### src/rtl/mem_arb_pkg.sv
// Shared types for mem_arbiter: response-state encoding and requester identities.
package mem_arb_pkg;

  typedef enum logic [1:0] {
    IDLE   = 2'd0,
    I_RESP = 2'd1,
    D_RESP = 2'd2
  } resp_state_e;

  typedef enum logic {
    REQ_I = 1'b0,
    REQ_D = 1'b1
  } req_sel_e;

  localparam int MASK_W = 4;

endpackage

### src/rtl/mem_arbiter_arb_pick2.sv
// Two-way grant picker: combinational grants, data wins ties by default; MEM_ARB_RR_EN makes ties alternate.
// All grants are forced low while reset_i is high.
module arb_pick2
  import mem_arb_pkg::*;
(
  input  logic clk_i,
  input  logic reset_i,
  input  logic i_req_i,
  input  logic d_req_i,
  output logic i_gnt_o,
  output logic d_gnt_o
);

  req_sel_e ptr_q, ptr_d;
  logic     contend;

  assign contend = i_req_i & d_req_i;

  always_ff @(posedge clk_i) begin
    if (reset_i) begin
      ptr_q <= REQ_D;
    end else begin
      ptr_q <= ptr_d;
    end
  end

`ifdef MEM_ARB_RR_EN
  // Only a contested grant hands ownership to the loser.
  always_comb begin
    ptr_d = ptr_q;
    if (contend) begin
      ptr_d = (ptr_q == REQ_D) ? REQ_I : REQ_D;
    end
  end
`else
  always_comb begin
    ptr_d = REQ_D;
  end
`endif

  assign d_gnt_o = !reset_i && d_req_i && (!contend || ptr_q == REQ_D);
  assign i_gnt_o = !reset_i && i_req_i && (!contend || ptr_q == REQ_I);

endmodule

### src/rtl/mem_arbiter.sv
// Shares one single-port synchronous memory between fetch and data requesters; grant-to-RVALID is one cycle.
// Define MEM_ARB_RR_EN for round-robin arbitration; otherwise data has fixed priority over fetch.
module mem_arbiter
  import mem_arb_pkg::*;
#(
  parameter int ADDR_W = 8,
  parameter int DATA_W = 32
) (
  input  logic              CLK,
  input  logic              RESET,
  input  logic              I_REQ,
  input  logic [ADDR_W-1:0] I_ADDR,
  output logic              I_GNT,
  output logic              I_RVALID,
  output logic [DATA_W-1:0] I_RDATA,
  input  logic              D_REQ,
  input  logic              D_WE,
  input  logic [ADDR_W-1:0] D_ADDR,
  input  logic [DATA_W-1:0] D_WDATA,
  input  logic [MASK_W-1:0] D_WMASK,
  output logic              D_GNT,
  output logic              D_RVALID,
  output logic [DATA_W-1:0] D_RDATA,
  output logic              M_EN,
  output logic [MASK_W-1:0] M_WE,
  output logic [ADDR_W-1:0] M_ADDR,
  output logic [DATA_W-1:0] M_WDATA,
  input  logic [DATA_W-1:0] M_RDATA
);

  logic        i_gnt, d_gnt;
  resp_state_e state_q, state_d;
  logic        store_q, store_d;
  logic        i_rvld, d_rvld;

  arb_pick2 u_pick (
    .clk_i   (CLK),
    .reset_i (RESET),
    .i_req_i (I_REQ),
    .d_req_i (D_REQ),
    .i_gnt_o (i_gnt),
    .d_gnt_o (d_gnt)
  );

  always_ff @(posedge CLK) begin
    if (RESET) begin
      state_q <= IDLE;
      store_q <= 1'b0;
    end else begin
      state_q <= state_d;
      store_q <= store_d;
    end
  end

  always_comb begin
    state_d = IDLE;
    store_d = d_gnt & D_WE;
    if (i_gnt) begin
      state_d = I_RESP;
    end else if (d_gnt) begin
      state_d = D_RESP;
    end
  end

  // RESET masks RVALID directly so a response already in flight is dropped.
  assign i_rvld = !RESET && (state_q == I_RESP);
  assign d_rvld = !RESET && (state_q == D_RESP);

  always_comb begin
    I_GNT    = i_gnt;
    D_GNT    = d_gnt;
    M_EN     = i_gnt | d_gnt;
    M_ADDR   = '0;
    M_WDATA  = '0;
    M_WE     = '0;
    if (d_gnt) begin
      M_ADDR  = D_ADDR;
      M_WDATA = D_WDATA;
      if (D_WE) begin
        M_WE = D_WMASK;
      end
    end else if (i_gnt) begin
      M_ADDR = I_ADDR;
    end
    I_RVALID = i_rvld;
    D_RVALID = d_rvld;
    I_RDATA  = i_rvld ? M_RDATA : '0;
    D_RDATA  = (d_rvld && !store_q) ? M_RDATA : '0;
  end

endmodule
### config.mk
export PLATFORM = sky130hd
export DESIGN_NAME = mem_arbiter
export DESIGN_NICKNAME = d
export VERILOG_FILES = /design/src/rtl/mem_arb_pkg.sv /design/src/rtl/mem_arbiter_arb_pick2.sv /design/src/rtl/mem_arbiter.sv
export SDC_FILE = /design/constraint.sdc
export NUM_CORES = 1
export LEC_CHECK = 0
export ABC_AREA = 1
export CAP_MARGIN = 20
export CORE_ASPECT_RATIO = 1.2
export CORE_MARGIN = 10
export CORE_UTILIZATION = 19
export CTS_BUF_LIST = sky130_fd_sc_hd__clkbuf_2 sky130_fd_sc_hd__clkbuf_4 sky130_fd_sc_hd__clkbuf_8
export CTS_CLUSTER_DIAMETER = 120
export DETAILED_ROUTE_END_ITERATION = 7
export GPL_ROUTABILITY_DRIVEN = 1
export PLACE_DENSITY = 0.84
export REMOVE_ABC_BUFFERS = 1
export SYNTH_ARGS = -nofsm -noshare
export SYNTH_HDL_FRONTEND = slang
export SYNTH_SLANG_ARGS = --single-unit
export TNS_END_PERCENT = 5
### constraint.sdc
create_clock -name CLK -period 0.9 [get_ports CLK]
set_input_delay 0.135 -clock CLK [delete_from_list [all_inputs] [get_ports CLK]]
set_output_delay 0.135 -clock CLK [all_outputs]
set_load 0.01 [all_outputs]
==> results.sh, run 1 <==
export IMPL_end_kind="output port"
export IMPL_arrival_ns=1.16
export IMPL_areaGrowthSynthToFinish_pct=184
export IMPL_nFillCells=550
export IMPL_drive_above_1_share_pct=46.3
export IMPL_drtPass1Iterations=4
export IMPL_synthDistinctLibCells=17
export IMPL_die_x_um=89.7
export IMPL_setup_viol=111
export IMPL_final_cell_mix="buf_2 (84), clkdlybuf4s50_1 (74), inv_1 (60)"
export IMPL_clock_path_buffers=2
export IMPL_drt_iter0_markers=98
export IMPL_slowest_stage="dfxtp_4"
export IMPL_postRouteAntennaNets=0
export IMPL_rsz0062_at_grt="true"
export IMPL_fmax_ghz=0.772
export IMPL_switching_share_pct=35.1
export IMPL_crit_family="flip-flops"
export IMPL_grt_usage_pct=16.2
export IMPL_chipHeight_um=104
export IMPL_min_period_over_period_pct=144
export IMPL_p_sw_uw=601
export IMPL_dp_slack_ns=-1.02
export IMPL_highest_layer="met5"
export IMPL_crit_chain="nor2_4, nand3_4, buf_12, nor2_1, buf_2"
export IMPL_final_area_um2=3150
export IMPL_dp_hpwl_um=7090
export IMPL_wl_met3_um=1330
export IMPL_route_met2_wl_um=3830
export IMPL_vdd_drop_max_v=0.000263
export IMPL_max_cap_violations=0
export IMPL_final_core_util_pct=55.6
export IMPL_p_int_uw=1110
export IMPL_grt_pass1_vias=2150
export IMPL_cts_root_buf="clkbuf_8"
export IMPL_tightest_slew_ns=0.186
export IMPL_globalplace_congestion=0.852
export IMPL_critPathKind="flop to output port"
export IMPL_critical_path_startpoint_type="flop"
export IMPL_fp_row_count=30
export IMPL_run_status="finished, violations left"
export IMPL_placed_cell_area_um2=3290
export IMPL_design_core_area_um2=5670
export IMPL_sequentialPowerShare_pct=8.5
export IMPL_cp_max_fo=32
export IMPL_viasPerCell=4.08
export IMPL_start_util_pct=19.6
export IMPL_power_density_nw_per_um2=543
export IMPL_fp_dieArea_um2=9300
export IMPL_place_inst=510
export IMPL_grt_overflow=0
export IMPL_cts_tree="built"
export IMPL_final_common_cell="buf_2"
export IMPL_maxSlewHeadroom_pct=87.5
export IMPL_slowest_delay_ns=0.35
export IMPL_wl_met1_um=3030
export IMPL_avgRoutedWirePerCell_um=16.0
export IMPL_grt_first_pass_wirelength_um=12300
export IMPL_wl_um=8250
export IMPL_finalHoldViolCount=0
export IMPL_grt_max_degree=34
export IMPL_min_path_type="primary input to flop"
export IMPL_vias=2110
export IMPL_path_clk_slew_ns=0.03
export IMPL_antenna_found_initial=2
export IMPL_nets=526
export IMPL_syn_area_um2=1110
export IMPL_syn_avg_cell_area_um2=4.93
export IMPL_numCtsBuffers=3
export IMPL_syn_inst=225
export IMPL_slew_viol_final=0
export IMPL_power_frac_comb_pct=67.2
export IMPL_fin_cells=517
export IMPL_p_leak_uw=0.00187
export IMPL_cp_required_ns=0.76
export IMPL_violations="setup timing"
export IMPL_period_minus_slack_ns=1.30
export IMPL_port_buffers=201
export IMPL_drc_errors=0
export IMPL_yosys_warnings=0
export IMPL_p_total_uw=1710
export IMPL_clkPwrFrac_pct=24.3
export IMPL_cts_sinks=3
export IMPL_timing_final_ws_setup_ns=-0.395
export IMPL_yosysSeqAreaShare_pct=5.42
export IMPL_io_pins=202
export IMPL_path_buf_inv=2
export IMPL_ys_ff_latch=3
export IMPL_cts_htree_levels=1
[registers in the layout, indices dropped and copies added, names as in the netlist]
register and flops:
state_q 2, store_q 1
[power groups by stage]
stage                     logic (µW)  registers [µW]  clock network [µW]
after floorplan                  332             146                   0
after global placement          1150             147                   0
after detailed placement        1170             147                   0
after CTS                       1100             147                 431
after global routing            1240             146                 457
final                           1150             145                 416
[tightest hold or removal path, stage by stage]
cell	delay [ns]
buf_2	0.11
inv_4	0.06
nand2_2	0.09
nor2_1	0.05
[cell families (layout without fill, tap and decap cells)]
| group | Yosys count | count (layout) | share of synthesized area (%) |
|---|---|---|---|
| and+or+nand+nor | 138 | 138 | 59.4 |
| buffers and inverters | 83 | 294 | 34.8 |
| other | 0 | 1 | 0 |
| DFF | 3 | 3 | 5.42 |
| AOI/OAI and AO/OA | 1 | 1 | 0.451 |
[synth_stat cells]
cell type   n  area (µm²)
nor2_1     94         353
inv_1      69         259
nand2_1    21        78.8
nor2_4     11         124
nand4_1     8        50.1
buf_6       6        67.6
buf_2       4        20.0
dfxtp_1     3        60.1
a21oi_1     1        5.00
buf_12      1        20.0
clkbuf_1    1        3.75
inv_4       1        6.26
inv_6       1        8.76
nand3_2     1        10.0
nand3_4     1        17.5
nor2_8      1        20.0
nor3_1      1        5.00
[worst paths after layout]
path                  startpoint         end  depth (start not counted)
worst max-delay path  state_q[0]  D_RDATA[0]                          5
worst min-delay path       D_REQ  state_q[0]                          4
[timing repair]
| action | CTS | global route |
|---|---|---|
| hold buffers | 0 | 0 |
| resized for setup | 488 | 67 |
| pin swaps | 5 | 2 |
| gates cloned | 0 | 1 |
| setup buffers | 1 | 0 |
| endpoints found under the setup margin | 114 | 113 |
[metal layers]
| metal | track usage [%] | vias to the layer above |
|---|---|---|
| met1 | 16.2 | 892 |
| met3 | 12.1 | 10 |
| met2 | 27.1 | 161 |
| li1 | - | 1043 |
| met4 | 1.74 | 4 |
| met5 | 0 | - |
[metrics by stage]
stage,TNS [ns],hold WS [ns]
after floorplan,-17.45,0.207
after global placement,-105.23,0.765
after detailed placement,-107.44,0.771
after CTS,-29.63,0.260
after global routing,-34.59,0.285
final,-28.53,0.269
[layout make-up]
class | count | area (µm²) | area share (%)
repair buffers | 219 | 1840 | 58.4
flip-flops and latches | 3 | 65.1 | 2.06
well taps | 80 | 100 | 3.17
multi-input cells | 139 | 817 | 25.9
inverters | 71 | 279 | 8.85
clock buffers | 4 | 48.8 | 1.55
diodes | 1 | 2.50 | 0.0794
Note: power is estimated with default switching activity, not from simulation.
==> run 2, diff against run 1 <==
--- a/config.mk
+++ b/config.mk
@@ -16,6 +16,8 @@
 export GPL_ROUTABILITY_DRIVEN = 1
 export PLACE_DENSITY = 0.84
 export REMOVE_ABC_BUFFERS = 1
+export SKIP_LAST_GASP = 1
+export SLEW_MARGIN = 25
 export SYNTH_ARGS = -nofsm -noshare
 export SYNTH_HDL_FRONTEND = slang
 export SYNTH_SLANG_ARGS = --single-unit
==> run 2 against run 1 <==
The run still ends with setup timing left. Non-clock buffer count is 1 higher. Final cell count increased by 0.19%. Clock power barely moved. Global-route usage is 0.65 points lower. Sequential share of layout area about the same. Sequential power about the same. Largest power group unchanged.
==> results.sh, run 2 (synthesis results as in run 1) <==
export IMPL_drc_errors=0
export IMPL_cts_tree="built"
export IMPL_design_core_area_um2=5670
export IMPL_cts_root_buf="clkbuf_8"
export IMPL_whs_path_depth=4
export IMPL_tightest_slew_ns=0.186
export IMPL_cts_sinks=3
export IMPL_fp_row_count=30
export IMPL_grt_pass1_vias=2110
export IMPL_vias=2091
export IMPL_worst_hold_path_endpoint="state_q[0]"
export IMPL_end_kind="output port"
export IMPL_run_status="finished, violations left"
export IMPL_nets=527
export IMPL_wl_um=8170
export IMPL_port_buffers=201
export IMPL_fp_dieArea_um2=9300
export IMPL_drt_iter0_markers=77
export IMPL_largest_register="state_q"
export IMPL_slowest_delay_ns=0.48
export IMPL_p_leak_uw=0.00186
export IMPL_slowest_stage="clkdlybuf4s50_1"
export IMPL_globalplace_congestion=0.852
export IMPL_placed_cell_area_um2=3290
export IMPL_max_cap_violations=0
export IMPL_largest_reg_flops=2
export IMPL_dp_hpwl_um=7090
export IMPL_critical_path_startpoint_type="primary input"
export IMPL_holdWs_ns=0.272
export IMPL_finalHoldViolCount=0
export IMPL_postRouteAntennaNets=0
export IMPL_period_minus_slack_ns=1.34
export IMPL_grt_first_pass_wirelength_um=11800
export IMPL_drtPass1Iterations=4
export IMPL_setup_viol=113
export IMPL_crit_chain="clkdlybuf4s50_1, buf_4, nand4_1, nand2_1, dlygate4sd2_1"
export IMPL_vdd_drop_max_v=0.000257
export IMPL_avgRoutedWirePerCell_um=15.8
export IMPL_io_pins=202
export IMPL_rsz0062_at_grt="true"
export IMPL_power_density_nw_per_um2=535
export IMPL_cp_required_ns=0.76
export IMPL_drive_above_1_share_pct=29.7
export IMPL_hp_start="D_REQ"
export IMPL_final_core_util_pct=54.5
export IMPL_areaGrowthSynthToFinish_pct=179
export IMPL_final_cell_mix="nor2_1 (83), clkdlybuf4s50_1 (83), inv_1 (66)"
export IMPL_antenna_found_initial=2
export IMPL_critPathKind="primary input to output port"
export IMPL_tns_ns=-35.69
export IMPL_min_period_over_period_pct=149
export IMPL_cts_htree_levels=1
export IMPL_start_util_pct=19.6
export IMPL_numCtsBuffers=3
export IMPL_slew_viol_final=0
export IMPL_largestRegisters="state_q x2, store_q x1"
export IMPL_viasPerCell=4.04
export IMPL_die_x_um=89.7
export IMPL_min_path_type="primary input to flop"
export IMPL_cp_max_fo=8
export IMPL_chipHeight_um=104
export IMPL_path_clk_slew_ns=0.03
export IMPL_arrival_ns=1.20
export IMPL_grt_max_degree=34
export IMPL_grt_overflow=0
export IMPL_fmax_ghz=0.747
export IMPL_final_area_um2=3090
export IMPL_grt_usage_pct=15.5
export IMPL_maxSlewHeadroom_pct=87.5
export IMPL_violations="setup timing"
export IMPL_clock_path_buffers=2
export IMPL_timing_final_ws_setup_ns=-0.438
## run 2: changes by cell type in the layout (fill, tap and decap cells not counted), moves of 12 or more
cell	before	now
clkbuf_2	0	51
buf_6	26	9
dlygate4sd2_1	12	30
nor2_2	29	7
buf_2	84	18
clkdlybuf4s15_1	0	12
nor2_1	56	83
## run 2: final cells by class
class	instances	area (µm²)
diodes	1	2.50
fillers	570	2580
repair buffers	220	1880
multi-input cells	139	718
inverters	71	279
well taps	80	100
clock buffers	4	48.8
flip-flops and latches	3	62.6
## run 2: worst max-delay path by stage
stage               slack [ns]  cells after the start          end       start
floorplan                -0.30                      2   I_RDATA[0]  state_q[0]
global placement         -0.97                      7      M_WE[0]       RESET
detailed placement       -1.02                      7   D_RDATA[1]       RESET
CTS                      -0.53                      5  I_RDATA[19]  state_q[1]
global route             -0.46                      5  D_RDATA[15]  state_q[0]
finish                   -0.44                      5    M_ADDR[0]       I_REQ
## run 2: what timing repair did
item / CTS / global route
gates cloned: 0 / 2
resized for setup: 177 / 157
endpoints found under the setup margin: 114 / 114
hold buffers: 0 / 0
pin swaps: 2 / 1
buffers inserted: 1 / 0
## run 2: metal layers
metal | global-route usage, % | part of all wire (%)
met1 | 14.6 | 37
met2 | 26.2 | 46
met3 | 12.6 | 16
met4 | 2.20 | 0.56
met5 | 0 | 0.36
## run 2: critical path: cells and delay by family
kind | cells | cell delay, ns
AND/OR/NAND/NOR | 2 | 0.17
buffers and inverters | 3 | 0.91
## run 2: stage by stage
| step | power (µW) | std cells | setup WS (ns) |
|---|---|---|---|
| 2_1_floorplan | 478 | 213 | -0.295 |
| 3_3_place_gp | 1300 | 510 | -0.968 |
| 3_5_place_dp | 1310 | 510 | -1.02 |
| 4_1_cts | 1670 | 515 | -0.530 |
| 5_1_grt | 1780 | 517 | -0.461 |
| 6_report | 1650 | 518 | -0.438 |
## run 2: power breakdown
part           switching (µW)  total, µW  internal (µW)
Sequential               6.44        147            141
Combinational             469       1090            619
Clock                    83.7        415            332
==> run 3, diff against run 2 <==
--- a/config.mk
+++ b/config.mk
@@ -7,7 +7,7 @@
 export LEC_CHECK = 0
 export ABC_AREA = 1
 export CAP_MARGIN = 20
-export CORE_ASPECT_RATIO = 1.2
+export CORE_ASPECT_RATIO = 1.1
 export CORE_MARGIN = 10
 export CORE_UTILIZATION = 19
 export CTS_BUF_LIST = sky130_fd_sc_hd__clkbuf_2 sky130_fd_sc_hd__clkbuf_4 sky130_fd_sc_hd__clkbuf_8
==> run 3 against run 2 <==
The flow still finishes with violations (setup timing). Count of clock-buffer cells in the layout unchanged. Total power is 0.85% higher. Sequential power decreased by 3%. Critical endpoint is now D_RDATA[10]. Largest power group unchanged.
==> results.sh, run 3 (synthesis results as in run 1) <==
export IMPL_run_status="finished, violations left"
export IMPL_violations="setup timing"
export IMPL_nFillCells=564
export IMPL_finalHoldViolCount=0
export IMPL_drtPass1Iterations=4
export IMPL_timing_final_ws_setup_ns=-0.455
export IMPL_grt_usage_pct=15.3
export IMPL_holdBufCountCts=0
export IMPL_maxSlewHeadroom_pct=86.0
export IMPL_final_common_cell="clkdlybuf4s50_1"
export IMPL_numCtsBuffers=3
export IMPL_wl_met1_um=2990
export IMPL_antenna_cells=0
export IMPL_whs_path_depth=4
export IMPL_rsz0062_at_grt="true"
export IMPL_cp_required_ns=0.76
export IMPL_wl_met3_um=1420
export IMPL_avgRoutedWirePerCell_um=15.9
export IMPL_cts_htree_levels=1
export IMPL_crit_family="flip-flops"
export IMPL_crit_chain="nor2_4, nand3_4, buf_6, nor2_1, buf_2"
export IMPL_min_period_over_period_pct=151
export IMPL_design_core_area_um2=5730
export IMPL_slowest_delay_ns=0.34
export IMPL_end_kind="output port"
export IMPL_postRouteAntennaNets=0
export IMPL_critPathKind="flop to output port"
export IMPL_vias=2116
export IMPL_period_minus_slack_ns=1.36
export IMPL_chipHeight_um=100
export IMPL_fin_cells=515
export IMPL_slew_viol_final=0
export IMPL_arrival_ns=1.22
export IMPL_io_pins=202
export IMPL_path_clk_slew_ns=0.03
export IMPL_worst_hold_path_endpoint="state_q[0]"
export IMPL_drc_errors=0
export IMPL_largestRegisters="state_q x2, store_q x1"
export IMPL_cp_max_fo=8
export IMPL_holdWs_ns=0.319
export IMPL_min_path_type="primary input to flop"
export IMPL_final_cell_mix="clkdlybuf4s50_1 (84), inv_1 (68), nor2_1 (67)"
export IMPL_hp_start="RESET"
export IMPL_slowest_stage="dfxtp_4"
export IMPL_wl_um=8180
export IMPL_cts_sinks=3
export IMPL_fmax_ghz=0.738
export IMPL_cts_root_buf="clkbuf_8"
export IMPL_grt_max_degree=38
export IMPL_largest_register="state_q"
export IMPL_largest_reg_flops=2
export IMPL_start_util_pct=19.3
export IMPL_drive_above_1_share_pct=31.5
export IMPL_tightest_slew_ns=0.210
export IMPL_fp_row_count=29
export IMPL_grt_first_pass_wirelength_um=11500
export IMPL_dp_hpwl_um=6660
export IMPL_die_x_um=92.8
export IMPL_globalplace_congestion=0.756
export IMPL_drt_iter0_markers=48
export IMPL_highest_layer="met5"
export IMPL_setup_viol=113
export IMPL_path_buf_inv=2
export IMPL_areaGrowthSynthToFinish_pct=187
export IMPL_route_met2_wl_um=3690
export IMPL_grt_pass1_vias=2168
export IMPL_p_leak_uw=0.00192
export IMPL_antenna_found_initial=1
export IMPL_place_inst=504
export IMPL_cts_tree="built"
export IMPL_clock_path_buffers=2
export IMPL_vdd_drop_max_v=0.000295
export IMPL_critical_path_startpoint_type="flop"
export IMPL_nets=528
export IMPL_port_buffers=201
export IMPL_grt_overflow=0
export IMPL_power_density_nw_per_um2=524
export IMPL_p_total_uw=1660
export IMPL_viasPerCell=4.11
export IMPL_fp_dieArea_um2=9290
export IMPL_max_cap_violations=0
## run 3: per-layer routing
layer  up-vias  GRT usage [%]
met5         -              0
met2       153           24.8
met4         2           3.33
met3         6           12.5
li1       1040              -
met1       915           14.9
## run 3: worst max path at each step
stage / start / endpoint / slack, ns / depth (start not counted)
2_1_floorplan: state_q[0] / I_RDATA[0] / -0.30 / 2
3_3_place_gp: RESET / D_RDATA[25] / -1.01 / 7
3_5_place_dp: RESET / D_RDATA[25] / -1.02 / 7
4_1_cts: state_q[0] / D_RDATA[6] / -0.62 / 6
5_1_grt: state_q[0] / I_RDATA[25] / -0.51 / 5
6_report: state_q[0] / D_RDATA[10] / -0.46 / 5
## run 3: cell type report
type                            instances  area, µm²  area share [%]
Timing Repair Buffer                  221       1890            59.6
Multi-Input combinational cell        139        791            24.9
Tap cell                               77       96.3            3.03
Clock buffer                            4       48.8            1.54
Inverter                               71        284            8.94
Sequential cell                         3       63.8            2.01
## run 3: metrics by stage
step	setup TNS, ns	setup WS, ns	area, µm²	utilization (%)
after global routing	-46.82	-0.513	3180	55.4
after detailed placement	-106.38	-1.02	3230	56.3
after floorplan	-17.45	-0.295	997	-
final	-40.13	-0.455	3180	55.4
after global placement	-105.17	-1.01	3230	56.3
after CTS	-50.09	-0.619	3360	58.6
## run 3: worst min-delay path, cell delays in order
cell    delay, ns
buf_6        0.08
buf_6        0.12
buf_4        0.13
nor2_1       0.04
## run 3: power breakdown
group | leakage [µW] | total [µW] | switching (µW) | internal, µW
registers | 0.0000255 | 143 | 4.74 | 138
clock network | 0.0000262 | 419 | 86.8 | 332
logic | 0.00187 | 1100 | 486 | 616
## run 3: repair_timing
item / CTS / global route
pin swaps: 2 / 1
hold endpoints to repair: 0 / 0
buffers inserted: 4 / 0
cloned: 4 / 2
gates resized for setup: 200 / 160
endpoints found under the setup margin: 115 / 113
